### src/rtl/measure_arbiter_if.sv
// Requester and measure-engine signals shared between the arbiter and its neighbours.
// master is the arbiter side; slave is the requester/engine side.
interface measure_arbiter_if #(
    parameter int N_CH   = 4,
    parameter int CH_W   = 2,
    parameter int DATA_W = 22
);
    logic [N_CH-1:0]   req;
    logic [N_CH-1:0]   ack;
    logic [DATA_W-1:0] ack_data;
    logic              ack_err;
    logic [CH_W-1:0]   chan_sel;
    logic              meas_start;
    logic              meas_done;
    logic [DATA_W-1:0] meas_data;
    logic              busy;
    logic [7:0]        err_cnt;

    modport master (
        input  req, meas_done, meas_data,
        output ack, ack_data, ack_err, chan_sel, meas_start, busy, err_cnt
    );

    modport slave (
        output req, meas_done, meas_data,
        input  ack, ack_data, ack_err, chan_sel, meas_start, busy, err_cnt
    );
endinterface

### src/rtl/measure_arbiter.sv
// Round-robin sharing of one RMS measure engine: grant, settle the mux,
// start the engine, wait for done (or timeout), then ack the granted channel.
module measure_arbiter #(
    parameter int          N_CH        = 4,
    parameter int          CH_W        = 2,
    parameter int          DATA_W      = 22,
    parameter logic [23:0] SETTLE_CYC  = 24'd1000,
    parameter logic [23:0] TIMEOUT_CYC = 24'd2000000
) (
    input  logic clk_sys,
    input  logic rst,
    measure_arbiter_if.master bus
);
    typedef enum logic [2:0] {IDLE, SETTLE, START, WAIT, DONE} state_t;

    localparam logic [23:0] SETTLE_LAST  = SETTLE_CYC - 24'd1;
    localparam logic [23:0] TIMEOUT_LAST = TIMEOUT_CYC - 24'd1;

    state_t          state;
    logic [23:0]     cnt;
    logic [CH_W-1:0] last;
    logic [CH_W-1:0] grant;

    // Lowest offset from last+1 wins, so scan offsets high to low and keep the final hit.
    function automatic logic [CH_W-1:0] rr_pick(input logic [N_CH-1:0] r,
                                                input logic [CH_W-1:0] l);
        logic [CH_W-1:0] g;
        int              idx;
        g = l;
        for (int i = N_CH; i >= 1; i--) begin
            idx = int'(l) + i;
            if (idx >= N_CH) idx -= N_CH;
            if (r[CH_W'(idx)]) g = CH_W'(idx);
        end
        return g;
    endfunction

    assign grant = rr_pick(bus.req, last);

    always_ff @(posedge clk_sys) begin
        if (rst) begin
            state          <= IDLE;
            cnt            <= '0;
            last           <= CH_W'(N_CH - 1);
            bus.ack        <= '0;
            bus.ack_data   <= '0;
            bus.ack_err    <= 1'b0;
            bus.chan_sel   <= '0;
            bus.meas_start <= 1'b0;
            bus.busy       <= 1'b0;
            bus.err_cnt    <= '0;
        end else begin
            bus.ack        <= '0;
            bus.meas_start <= 1'b0;
            case (state)
                IDLE: begin
                    if (|bus.req) begin
                        bus.chan_sel <= grant;
                        last         <= grant;
                        bus.busy     <= 1'b1;
                        cnt          <= '0;
                        if (SETTLE_CYC == '0) begin
                            state          <= START;
                            bus.meas_start <= 1'b1;
                        end else begin
                            state <= SETTLE;
                        end
                    end
                end
                SETTLE: begin
                    if (cnt == SETTLE_LAST) begin
                        state          <= START;
                        bus.meas_start <= 1'b1;
                    end else begin
                        cnt <= cnt + 24'd1;
                    end
                end
                START: begin
                    cnt   <= '0;
                    state <= WAIT;
                end
                WAIT: begin
                    // A done arriving on the expiry cycle takes priority over the timeout.
                    if (bus.meas_done) begin
                        bus.ack_data          <= bus.meas_data;
                        bus.ack_err           <= 1'b0;
                        bus.ack[bus.chan_sel] <= 1'b1;
                        state                 <= DONE;
                    end else if (cnt == TIMEOUT_LAST) begin
                        bus.ack_data          <= '0;
                        bus.ack_err           <= 1'b1;
                        bus.ack[bus.chan_sel] <= 1'b1;
                        if (bus.err_cnt != 8'hFF) bus.err_cnt <= bus.err_cnt + 8'd1;
                        state                 <= DONE;
                    end else begin
                        cnt <= cnt + 24'd1;
                    end
                end
                DONE: begin
                    bus.busy <= 1'b0;
                    state    <= IDLE;
                end
                default: state <= IDLE;
            endcase
        end
    end
endmodule
### src/flat_wrapper.sv
// flat-port wrapper written by rule: the top's interface ports become plain ports
module measure_arbiter_flat 
#(
    parameter int          N_CH        = 4,
    parameter int          CH_W        = 2,
    parameter int          DATA_W      = 22,
    parameter logic [23:0] SETTLE_CYC  = 24'd1000,
    parameter logic [23:0] TIMEOUT_CYC = 24'd2000000
)
  (clk_sys, rst, bus_req, bus_meas_done, bus_meas_data, bus_ack, bus_ack_data, bus_ack_err, bus_chan_sel, bus_meas_start, bus_busy, bus_err_cnt);
  measure_arbiter_if #(.N_CH(N_CH), .CH_W(CH_W), .DATA_W(DATA_W)) bus_i ();
  input  logic clk_sys;
  input  logic rst;
  input wire logic [$bits(bus_i.req)-1:0] bus_req;
  input wire logic [$bits(bus_i.meas_done)-1:0] bus_meas_done;
  input wire logic [$bits(bus_i.meas_data)-1:0] bus_meas_data;
  output wire logic [$bits(bus_i.ack)-1:0] bus_ack;
  output wire logic [$bits(bus_i.ack_data)-1:0] bus_ack_data;
  output wire logic [$bits(bus_i.ack_err)-1:0] bus_ack_err;
  output wire logic [$bits(bus_i.chan_sel)-1:0] bus_chan_sel;
  output wire logic [$bits(bus_i.meas_start)-1:0] bus_meas_start;
  output wire logic [$bits(bus_i.busy)-1:0] bus_busy;
  output wire logic [$bits(bus_i.err_cnt)-1:0] bus_err_cnt;
  assign bus_i.req = bus_req;
  assign bus_i.meas_done = bus_meas_done;
  assign bus_i.meas_data = bus_meas_data;
  assign bus_ack = bus_i.ack;
  assign bus_ack_data = bus_i.ack_data;
  assign bus_ack_err = bus_i.ack_err;
  assign bus_chan_sel = bus_i.chan_sel;
  assign bus_meas_start = bus_i.meas_start;
  assign bus_busy = bus_i.busy;
  assign bus_err_cnt = bus_i.err_cnt;
  measure_arbiter #(.N_CH(N_CH), .CH_W(CH_W), .DATA_W(DATA_W), .SETTLE_CYC(SETTLE_CYC), .TIMEOUT_CYC(TIMEOUT_CYC)) u_core (.clk_sys(clk_sys), .rst(rst), .bus(bus_i));
endmodule
### config.mk
export PLATFORM = sky130hd
export DESIGN_NAME = measure_arbiter_flat
export DESIGN_NICKNAME = d
export VERILOG_FILES = /design/src/rtl/measure_arbiter_if.sv /design/src/rtl/measure_arbiter.sv /design/src/flat_wrapper.sv
export SDC_FILE = /design/constraint.sdc
export NUM_CORES = 1
export LEC_CHECK = 0
export CAP_MARGIN = 20
export CORE_ASPECT_RATIO = 0.6
export CORE_MARGIN = 4
export CORE_UTILIZATION = 30
export DETAILED_ROUTE_END_ITERATION = 10
export PLACE_DENSITY = 0.53
export SYNTH_ARGS = -nofsm -noshare
export SYNTH_HDL_FRONTEND = slang
export SYNTH_SLANG_ARGS = --single-unit
### constraint.sdc
create_clock -name clk_sys -period 3.1 [get_ports clk_sys]
set_input_delay 0.465 -clock clk_sys [delete_from_list [all_inputs] [get_ports clk_sys]]
set_output_delay 0.465 -clock clk_sys [all_outputs]
set_load 0.05 [all_outputs]
# Word-level counts from Yosys, hierarchy flattened
# Cells that the tools add are included.
[classes] n_addsub=10 order_cmp=10 eq_ne=13 muxes=41 n_bitwise=3 reduce_logical=14
[ops] cell="$mux 24" count=4
[ops] cell="$pmux 24 s4" count=1
[ops] cell="$mux 22" count=2
[ops] cell="$add 24x1->24 const B" count=1
[ops] cell="$eq 24x10->1 const B" count=1
[ops] cell="$eq 24x21->1 const B" count=1
[ops] cell="$lt 2x4->1 const B" count=4
[ops] cell="$mux 2" count=8
[ops] cell="$mux 1" count=13
[ops] cell="$mux 3" count=4
[ops] cell="$pmux 3 s4" count=1
[ops] cell="$ge 3x3->1 const B" count=3
[ops] cell="$add 8x1->8 const B" count=1
[ops] cell="$bmux 1 s2" count=4
[ops] cell="$mux 4" count=2
[ops] cell="$ne 8x8->1 const B" count=1
[ops] cell="$sub 2x1->2 const B" count=4
[ops] cell="$add 2x2->3 const B" count=2
[ops] cell="$eq 3x2->1 const B" count=2
[ops] cell="$ne 2x2->1 const B" count=3
[ops] cell="$reduce_and 2->1" count=3
[ops] cell="$reduce_and 5->1" count=1
[ops] cell="$add 2x3->4 const B" count=1
[ops] cell="$ge 4x3->1 const B" count=1
[ops] cell="18 further kinds" count=23
[totals] ff_bits=68 inputBits=29 output_inout_bits=39 word_cells=101

# Longest topological paths before layout
# Gate-level depths: netlist of the first run.
[depth] word_depth=10 mapped_depth=10

# Worst setup path before layout of the first run
# OpenSTA, ideal clock, no wires.
[synth_timing] kind="reg-to-reg" start="register u_core.cnt[0]" end="register u_core.bus.err_cnt[3]" arrival_ns=2.111 required_time_ns=3.030 path_slack_ns=0.918 stages_incl_launch_ff=9 path_buffers=1 synth_period_minus_slack_ns=2.182 path_cell_list="dfxtp_1 -> ha_1 -> and3_1 -> buf_2 -> nand4_1 -> nor4_4 -> nand4_2 -> or3_1 -> a21oi_1"
[synth_via] elab_chain_len=2
[synth_lines] item="start, declared" line_no="measure_arbiter.sv:20" source="logic [23:0] cnt;"
[synth_lines] item="start signal, assigned" line_no="measure_arbiter.sv:75" source="cnt <= cnt + 24'd1;"
[synth_lines] item="start signal, assigned" line_no="measure_arbiter.sv:96" source="cnt <= cnt + 24'd1;"
[synth_lines] item="$eq 24x21->1" line_no="measure_arbiter.sv:89" source="end else if (cnt == TIMEOUT_LAST) begin"
[synth_lines] item="$reduce_and 4->1 (no line)"
[synth_lines] item="end signal, assigned" line_no="measure_arbiter.sv:93" source="if (bus.err_cnt != 8'hFF) bus.err_cnt <= bus.err_cnt + 8'd1;"
[synth_lines] item="end, declared" line_no="measure_arbiter_if.sv:21" source="output ack, ack_data, ack_err, chan_sel, meas_start, busy, err_cnt"
# Every way passes these cells.
# A chain may end at the register's enable or synchronous reset.

# Final worst setup path of the first run
[layout_timing] start="register u_core.cnt[0]" end="register u_core.cnt[12]"
[layout_via] elab_chain_len=4
[layout_lines] item="$add 24x1->24" line_no="measure_arbiter.sv:75, measure_arbiter.sv:96"
[layout_lines] item="$mux 24" line_no="measure_arbiter.sv:89"
[layout_lines] item="$mux 24" line_no="measure_arbiter.sv:84" source="if (bus.meas_done) begin"
[layout_lines] item="$pmux 24 s4" line_no="measure_arbiter.sv:55" source="case (state)"
# Parallel ways exist; a longest one is shown, timed or not. The select of a mux whose other input is x is not followed.

==> load_flow_metrics.sql, run 1 <==
INSERT INTO impl_metrics (metric_group, metric, value, unit) VALUES
('finish', 'stdcell_count', '578', ''),
('finish', 'finalNetCount', '470', ''),
('clock_network', 'tritoncts', 'built', ''),
('setup_path', 'path_class', 'reg2reg', ''),
('detailed_routing', 'detail_route.iter0.violations', '184', ''),
('finish', 'top_library_cells_by_usage_in_the_layout_fill_and_taps_aside', 'sky130_fd_sc_hd__dfxtp_1, sky130_fd_sc_hd__clkdlybuf4s50_1, sky130_fd_sc_hd__nand2_1, sky130_fd_sc_hd__a21oi_1', ''),
('setup_path', 'critPathCapture', 'u_core.cnt[12]', ''),
('die', 'floorplan.die.width', '139', 'um'),
('global_route', 'first_global_vias', '2757', ''),
('finish', 'final_core_util', '42.1', '%'),
('finish', 'antenna_cells', '0', ''),
('setup_path', 'cp_num_cells', '8', ''),
('detailed_routing', 'firstDrtPassIters', '4', ''),
('pwr', 'power.switching', '0.472', 'mW'),
('pwr', 'power.share.clock', '49.0', '%'),
('synth', 'post_synth_and_or_nand_nor_area_fraction', '31.7', '%'),
('global_route', 'grt_antenna_before_repair', '0', ''),
('clock_network', 'clk_latency', '0.33', 'ns'),
('finish', 'fillCellCount', '995', ''),
('sta', 'slew_headroom', '56.2', '%'),
('clock_network', 'post-cts-setup-buffers', '0', ''),
('setup_path', 'worst-r2r-cell-count', '8', ''),
('pwr', 'powerDensity', '495', 'nW/um2'),
('synth', 'synth_cell_types', '48', ''),
('detailed_routing', 'routedWlPerCell', '15.1', 'um'),
('clock_network', 'cts_hold_repair.buffers', '0', ''),
('pwr', 'totalPowerFinal', '2.07', 'mW'),
('setup_path', 'reg2reg_to', 'u_core.cnt[12]', ''),
('die', 'start_util', '31.0', '%'),
('synth', 'async_reset_ff_share', '0', '%'),
('clock_network', 'maximum_level_of_the_cts_h_tree', '3', ''),
('synth', 'synth_cells', '374', ''),
('pwr', 'combinational_share_of_power', '7.3', '%'),
('detailed_routing', 'vias', '2911', ''),
('global_route', 'globalRouteTotalUtil', '14.8', '%'),
('synth', 'synth-compound-area-share', '13.5', '%'),
('setup_path', 'crit_chain', 'ha_1 > and3_1 > nand4_1 > nor4_4 > or2_1 > buf_4 > o311ai_0 > o41ai_1', ''),
('sta', 'post_route_setup_tns', '0', 'ns'),
('setup_path', 'critical-path-slowest-cell', 'sky130_fd_sc_hd__nor4_4', ''),
('die', 'io_pins', '68', ''),
('sta', 'finalHoldWorstSlack', '0.464', 'ns'),
('finish', 'finalInstanceArea', '4190', 'um2'),
('clock_network', 'cts-resized-gates', '0', ''),
('setup_path', 'start_kind', 'flip-flop', ''),
('setup_path', 'worstReg2RegStart', 'u_core.cnt[0]', ''),
('die', 'coreArea', '9950', 'um2'),
('synth', 'syn-cell-area', '3080', 'um2'),
('synth', 'synth_top_family_by_area', 'simple AND/OR/NAND/NOR gates', ''),
('setup_path', 'worstSetupEndpointType', 'flip-flop', ''),
('clock_network', 'ctsRootBufferMaster', 'sky130_fd_sc_hd__clkbuf_16', ''),
('setup_path', 'critical_path.startpoint', 'u_core.cnt[0]', ''),
('placed_design', 'placed_cells_incl_taps', '563', ''),
('sta', 'unrepaired_setup_endpoints_after_global_routing', 'false', ''),
('setup_path', 'cp.buffers_inverters', '1', ''),
('pwr', 'power_report.internal_total', '1.60', 'mW'),
('die', 'die_area', '12000', 'um2'),
('placed_design', 'dpl_cell_area', '3890', 'um2'),
('synth', 'synth_xor_xnor_area_share', '5.12', '%'),
('synth', 'flip_flop_cell_with_the_highest_count_after_synthesis', 'sky130_fd_sc_hd__dfxtp_1', ''),
('pwr', 'static-leakage-power', '1.38', 'nW'),
('setup_path', 'path_delay_family', 'simple AND/OR/NAND/NOR gates', ''),
('synth', 'muxShareOfSynthArea', '0.650', '%'),
('placed_design', 'place_hpwl', '6250', 'um'),
('pwr', 'power.ir.vdd_worst', '246', 'uV'),
('detailed_routing', 'drc', '0', ''),
('outcome', 'run_status', 'finished clean', ''),
('setup_path', 'critical_path_required', '3.32', 'ns'),
('clock_network', 'clock-sinks', '68', ''),
('sta', 'finClkSkew', '0.00803', 'ns'),
('synth', 'yosysSeqAreaShare', '44.2', '%'),
('sta', 'ratio_of_final_minimum_period_to_clock_period', '82.9', '%');
-- how the worst min path moves through the flow --
stage | from | end | slack [ns] | cells past startpoint
5_1_grt | u_core.bus.ack_data[16] | u_core.bus.ack_data[16] | 0.49 | 2
6_report | u_core.bus.ack_data[11] | u_core.bus.ack_data[11] | 0.46 | 2
3_5_place_dp | u_core.bus.ack_data[21] | u_core.bus.ack_data[21] | 0.46 | 2
4_1_cts | u_core.bus.ack_data[21] | u_core.bus.ack_data[21] | 0.47 | 2
2_1_floorplan | u_core.cnt[1] | u_core.cnt[1] | 0.46 | 2
3_3_place_gp | u_core.bus.ack_data[15] | u_core.bus.ack_data[15] | 0.45 | 2
-- area by class of cell --
type / count / area [um2] / share of cell area (%)
inverter: 3 / 11.3 / 0.269
clock inverter: 4 / 50.0 / 1.20
sequential: 68 / 1360 / 32.5
tap: 135 / 169 / 4.04
multi-input combinational: 278 / 1600 / 38.1
clock buffer: 11 / 243 / 5.80
timing repair buffer: 79 / 756 / 18.1
-- cell families after synthesis --
kind of cell	Yosys count
adders and majority gates	2
buffers and inverters	28
xor gates and xnor gates	18
and+or+nand+nor	185
AOI/OAI and AO/OA	71
muxes	2
DFF	68
-- cell usage after synthesis, drive strengths merged (3+ instances only) --
library cell	number	area share (%)
or3	3	0.61
nor3	14	2.4
or4	8	1.9
clkbuf	20	2.4
nand2	38	4.6
dfxtp	68	44
nor2	34	4.1
o21ai	11	1.8
a21oi	39	6.5
inv	3	0.37
xor2	4	1.1
o31ai	3	0.73
and2	4	0.81
a31oi	4	0.81
nor4b	3	0.85
buf	5	1.2
nand3	34	5.5
nor4	8	2.1
and3	8	1.6
nor2b	4	0.81
xnor2	14	4.0
nand4	10	2.2
nand2b	7	1.4
-- power by group through the flow --
stage / clock network (mW) / registers (mW) / logic (mW)
final: 1.02 / 0.905 / 0.151
after global routing: 1.08 / 0.907 / 0.163
after CTS: 1.04 / 0.904 / 0.152
after detailed placement: 0 / 0.923 / 0.151
after global placement: 0 / 0.923 / 0.150
after floorplan: 0 / 0.933 / 0.0714
-- routing by layer --
| metal | part of all wire, % | GRT usage, % | wire length, um | vias to the layer above |
|---|---|---|---|---|
| met5 | 0 | 0 | 0 | - |
| met4 | 1.1 | 5.33 | 98 | 0 |
| met3 | 6.4 | 4.91 | 562 | 8 |
| met2 | 39 | 19.4 | 3370 | 74 |
| met1 | 54 | 22.1 | 4710 | 1354 |
| li1 | - | - | - | 1475 |
-- sequential cells by signal (all words and copies together), names as in the netlist --
| register | count |
|---|---|
| u_core.last | 2 |
| u_core.state | 3 |
| u_core.bus.busy | 1 |
| u_core.bus.chan_sel | 2 |
| u_core.bus.ack | 4 |
| u_core.bus.err_cnt | 8 |
| u_core.bus.ack_data | 22 |
| u_core.bus.ack_err | 1 |
| u_core.bus.meas_start | 1 |
| u_core.cnt | 24 |
-- worst min-delay path, cell delays in order (launching register included) --
cell and delay, ns:
sky130_fd_sc_hd__dfxtp_1 0.30, sky130_fd_sc_hd__nand3_1 0.06, sky130_fd_sc_hd__a21oi_1 0.05
No activity file was read; power rests on OpenSTA's default activity.
==> run 2, diff against run 1 <==
- clock period: 3.1 -> 2.7 ns (I/O delays scaled with it)
==> load_flow_metrics.sql, run 2 (synthesized netlist as in run 1, its figures left out) <==
INSERT INTO impl_metrics (metric_group, metric, value, unit) VALUES
('global_route', 'globalRouteTotalUtil', '14.7', '%'),
('worst_hold_path', 'hold_class', 'in2reg', ''),
('sta', 'slew_headroom', '60.9', '%'),
('clock_network', 'clk_latency', '0.33', 'ns'),
('setup_path', 'worstReg2RegStart', 'u_core.cnt[6]', ''),
('finish', 'final_layout_size_suffix_gt1_share', '8.44', '%'),
('pwr', 'power.switching', '0.534', 'mW'),
('placed_design', 'io_buffer_count', '67', ''),
('clock_network', 'cts_hold_repair.buffers', '0', ''),
('worst_hold_path', 'worstHoldStart', 'rst', ''),
('placed_design', 'place_congestion', '0.866', ''),
('clock_network', 'ctsRootBufferMaster', 'sky130_fd_sc_hd__clkbuf_16', ''),
('sta', 'slew_violations', '0', ''),
('setup_path', 'worst-r2r-cell-count', '6', ''),
('detailed_routing', 'routedWlPerCell', '14.6', 'um'),
('finish', 'largestRegisters', 'u_core.cnt: 24 flops, u_core.bus.ack_data: 22 flops, u_core.bus.err_cnt: 8 flops', ''),
('global_route', 'grt_pass1_wl', '14300', 'um'),
('detailed_routing', 'firstDrtPassIters', '4', ''),
('global_route', 'grt_start_max_net_pins', '37', ''),
('setup_path', 'critical_path_required', '2.96', 'ns'),
('finish', 'final-seq-area', '1360', 'um2'),
('finish', 'antenna_cells', '0', ''),
('sta', 'report.final.hold_viol_count', '0', ''),
('pwr', 'powerDensity', '552', 'nW/um2'),
('clock_network', 'cts.clk_slew.worst_paths', '0.06', 'ns'),
('clock_network', 'post-cts-setup-buffers', '0', ''),
('sta', 'fmax', '399', 'MHz'),
('clock_network', 'cts-resized-gates', '0', ''),
('die', 'coreArea', '9950', 'um2'),
('setup_path', 'worstSetupEndpointType', 'flip-flop', ''),
('outcome', 'run_status', 'finished clean', ''),
('sta', 'post_route_setup_tns', '0', 'ns'),
('global_route', 'first_global_vias', '2787', ''),
('sta', 'layout_min_cycle_time', '2.51', 'ns'),
('die', 'floorplan.die.width', '139', 'um'),
('sta', 'timing.final.setup_violations', '0', ''),
('pwr', 'power_report.internal_total', '1.80', 'mW'),
('finish', 'finalNetCount', '476', ''),
('pwr', 'pwr-share-seq', '44.5', '%'),
('finish', 'top_library_cells_by_usage_in_the_layout_fill_and_taps_aside', 'sky130_fd_sc_hd__dfxtp_1, sky130_fd_sc_hd__clkdlybuf4s50_1, sky130_fd_sc_hd__nand2_1, sky130_fd_sc_hd__a21oi_1', ''),
('finish', 'regMostFlops', 'u_core.cnt', ''),
('die', 'start_util', '31.0', '%'),
('detailed_routing', 'via_per_inst', '4.93', ''),
('pwr', 'combinational_share_of_power', '7.6', '%'),
('die', 'placementRows', '28', ''),
('global_route', 'global_route.overflow_total', '0', ''),
('detailed_routing', 'drt-total-wl', '8550', 'um'),
('setup_path', 'cp_max_fo', '6', ''),
('sta', 'finClkSkew', '0.00833', 'ns'),
('detailed_routing', 'detail_route.iter0.violations', '224', ''),
('clock_network', 'clock-sinks', '68', ''),
('pwr', 'power.ir.vdd_worst', '334', 'uV'),
('sta', 'unrepaired_setup_endpoints_after_global_routing', 'false', ''),
('finish', 'multi_input_comb_area', '1600', 'um2'),
('placed_design', 'place_hpwl', '6240', 'um'),
('pwr', 'static-leakage-power', '1.41', 'nW'),
('detailed_routing', 'antenna_left', '0', ''),
('finish', 'fillCellCount', '998', ''),
('worst_hold_path', 'hold_path_depth', '2', ''),
('detailed_routing', 'vias', '2885', ''),
('die', 'die_area', '12000', 'um2'),
('die', 'die_h', '86.5', 'um'),
('die', 'io_pins', '68', ''),
('sta', 'ratio_of_final_minimum_period_to_clock_period', '92.9', '%'),
('clock_network', 'maximum_level_of_the_cts_h_tree', '3', ''),
('clock_network', 'cts_made_buffers', '9', ''),
('pwr', 'power.share.clock', '47.9', '%'),
('finish', 'largest_reg_flops', '24', ''),
('clock_network', 'tritoncts', 'built', ''),
('flow_run', 'max_cap_violation_count', '0', ''),
('setup_path', 'rrSetupSlack', '0.19', 'ns'),
('pwr', 'p_sw_share', '22.9', '%'),
('setup_path', 'crit_arrival', '2.77', 'ns'),
('setup_path', 'start_kind', 'flip-flop', ''),
('setup_path', 'path_class', 'reg2reg', ''),
('detailed_routing', 'drc', '0', ''),
('pwr', 'totalPowerFinal', '2.33', 'mW'),
('sta', 'tightestPinTransition', '0.572', 'ns'),
('global_route', 'grt_antenna_before_repair', '0', ''),
('finish', 'growth_of_design_area_from_synthesis_to_finish', '37.2', '%'),
('setup_path', 'reg2reg_to', 'u_core.bus.err_cnt[5]', ''),
('worst_hold_path', 'hold-path-endpoint', 'u_core.bus.chan_sel[0]', ''),
('clock_network', 'cts-root-to-sink-buffers', '2', ''),
('finish', 'mostFrequentLayoutCell', 'sky130_fd_sc_hd__dfxtp_1', '');
run 2: cell types whose count changed in the layout (fill, tap and decap cells not counted):
| cell | before | now |
|---|---|---|
| sky130_fd_sc_hd__clkbuf_8 | 1 | 3 |
| sky130_fd_sc_hd__buf_4 | 12 | 18 |
| sky130_fd_sc_hd__bufinv_16 | 1 | 0 |
run 2: final cells by class:
| cell class | count | area share (%) |
|---|---|---|
| well taps | 135 | 4.00 |
| inverters | 3 | 0.266 |
| repair buffers | 85 | 18.9 |
| clock inverters | 3 | 0.474 |
| clock buffers | 13 | 6.39 |
| multi-input cells | 278 | 37.7 |
| flip-flops and latches | 68 | 32.2 |
run 2: how the worst max path moves through the flow:
| stage | startpoint | end | slack (ns) | cells after the start |
|---|---|---|---|---|
| final | u_core.cnt[6] | u_core.bus.err_cnt[5] | 0.19 | 6 |
| after global placement | bus_req[0] | u_core.cnt[13] | 0.16 | 7 |
| after detailed placement | bus_req[0] | u_core.cnt[12] | 0.12 | 8 |
| after CTS | u_core.cnt[6] | u_core.bus.err_cnt[5] | 0.17 | 6 |
| after floorplan | u_core.cnt[0] | u_core.bus.err_cnt[3] | 0.52 | 8 |
| after global routing | u_core.cnt[6] | u_core.bus.err_cnt[3] | 0.004 | 6 |
run 2: per-stage QoR:
step / utilization (%) / hold slack, ns / setup WS (ns) / cell area (um2) / std cells
6_report: 42.5 / 0.449 / 0.191 / 4230 / 585
2_1_floorplan: - / 0.458 / 0.518 / 3080 / 374
3_5_place_dp: 39.6 / 0.458 / 0.121 / 3940 / 569
3_3_place_gp: 39.6 / 0.454 / 0.156 / 3940 / 569
5_1_grt: 42.5 / 0.464 / 0.00419 / 4230 / 585
4_1_cts: 42.5 / 0.437 / 0.171 / 4230 / 585
run 2: worst max-delay path, cell delays in order (launching register included):
cell and delay (ns):
sky130_fd_sc_hd__dfxtp_1 0.43, sky130_fd_sc_hd__nor4b_1 0.50, sky130_fd_sc_hd__nand4_1 0.29, sky130_fd_sc_hd__nor4_4 0.49, sky130_fd_sc_hd__nand4_2 0.22, sky130_fd_sc_hd__or3_1 0.36
sky130_fd_sc_hd__a21oi_1 0.15
run 2: layer usage:
layer | track usage (%) | part of all wire (%) | up-vias
met2 | 18.5 | 37 | 74
li1 | - | - | 1487
met4 | 4.35 | 0.27 | 0
met1 | 22.9 | 55 | 1322
met3 | 5.24 | 7.4 | 2
met5 | 0 | 0 | -
run 2: power groups by stage:
| stage | logic (mW) | clock network, mW | registers, mW |
|---|---|---|---|
| global route | 0.195 | 1.19 | 1.04 |
| finish | 0.177 | 1.12 | 1.04 |
| floorplan | 0.0820 | 0 | 1.07 |
| detailed placement | 0.177 | 0 | 1.06 |
| global placement | 0.175 | 0 | 1.06 |
| CTS | 0.178 | 1.15 | 1.04 |
==> run 3, diff against run 2 <==
- SLEW_MARGIN: unset -> 40
==> results of run 3 <==
Same layout as run 2: the final DEF is identical, and so are final timing and power.
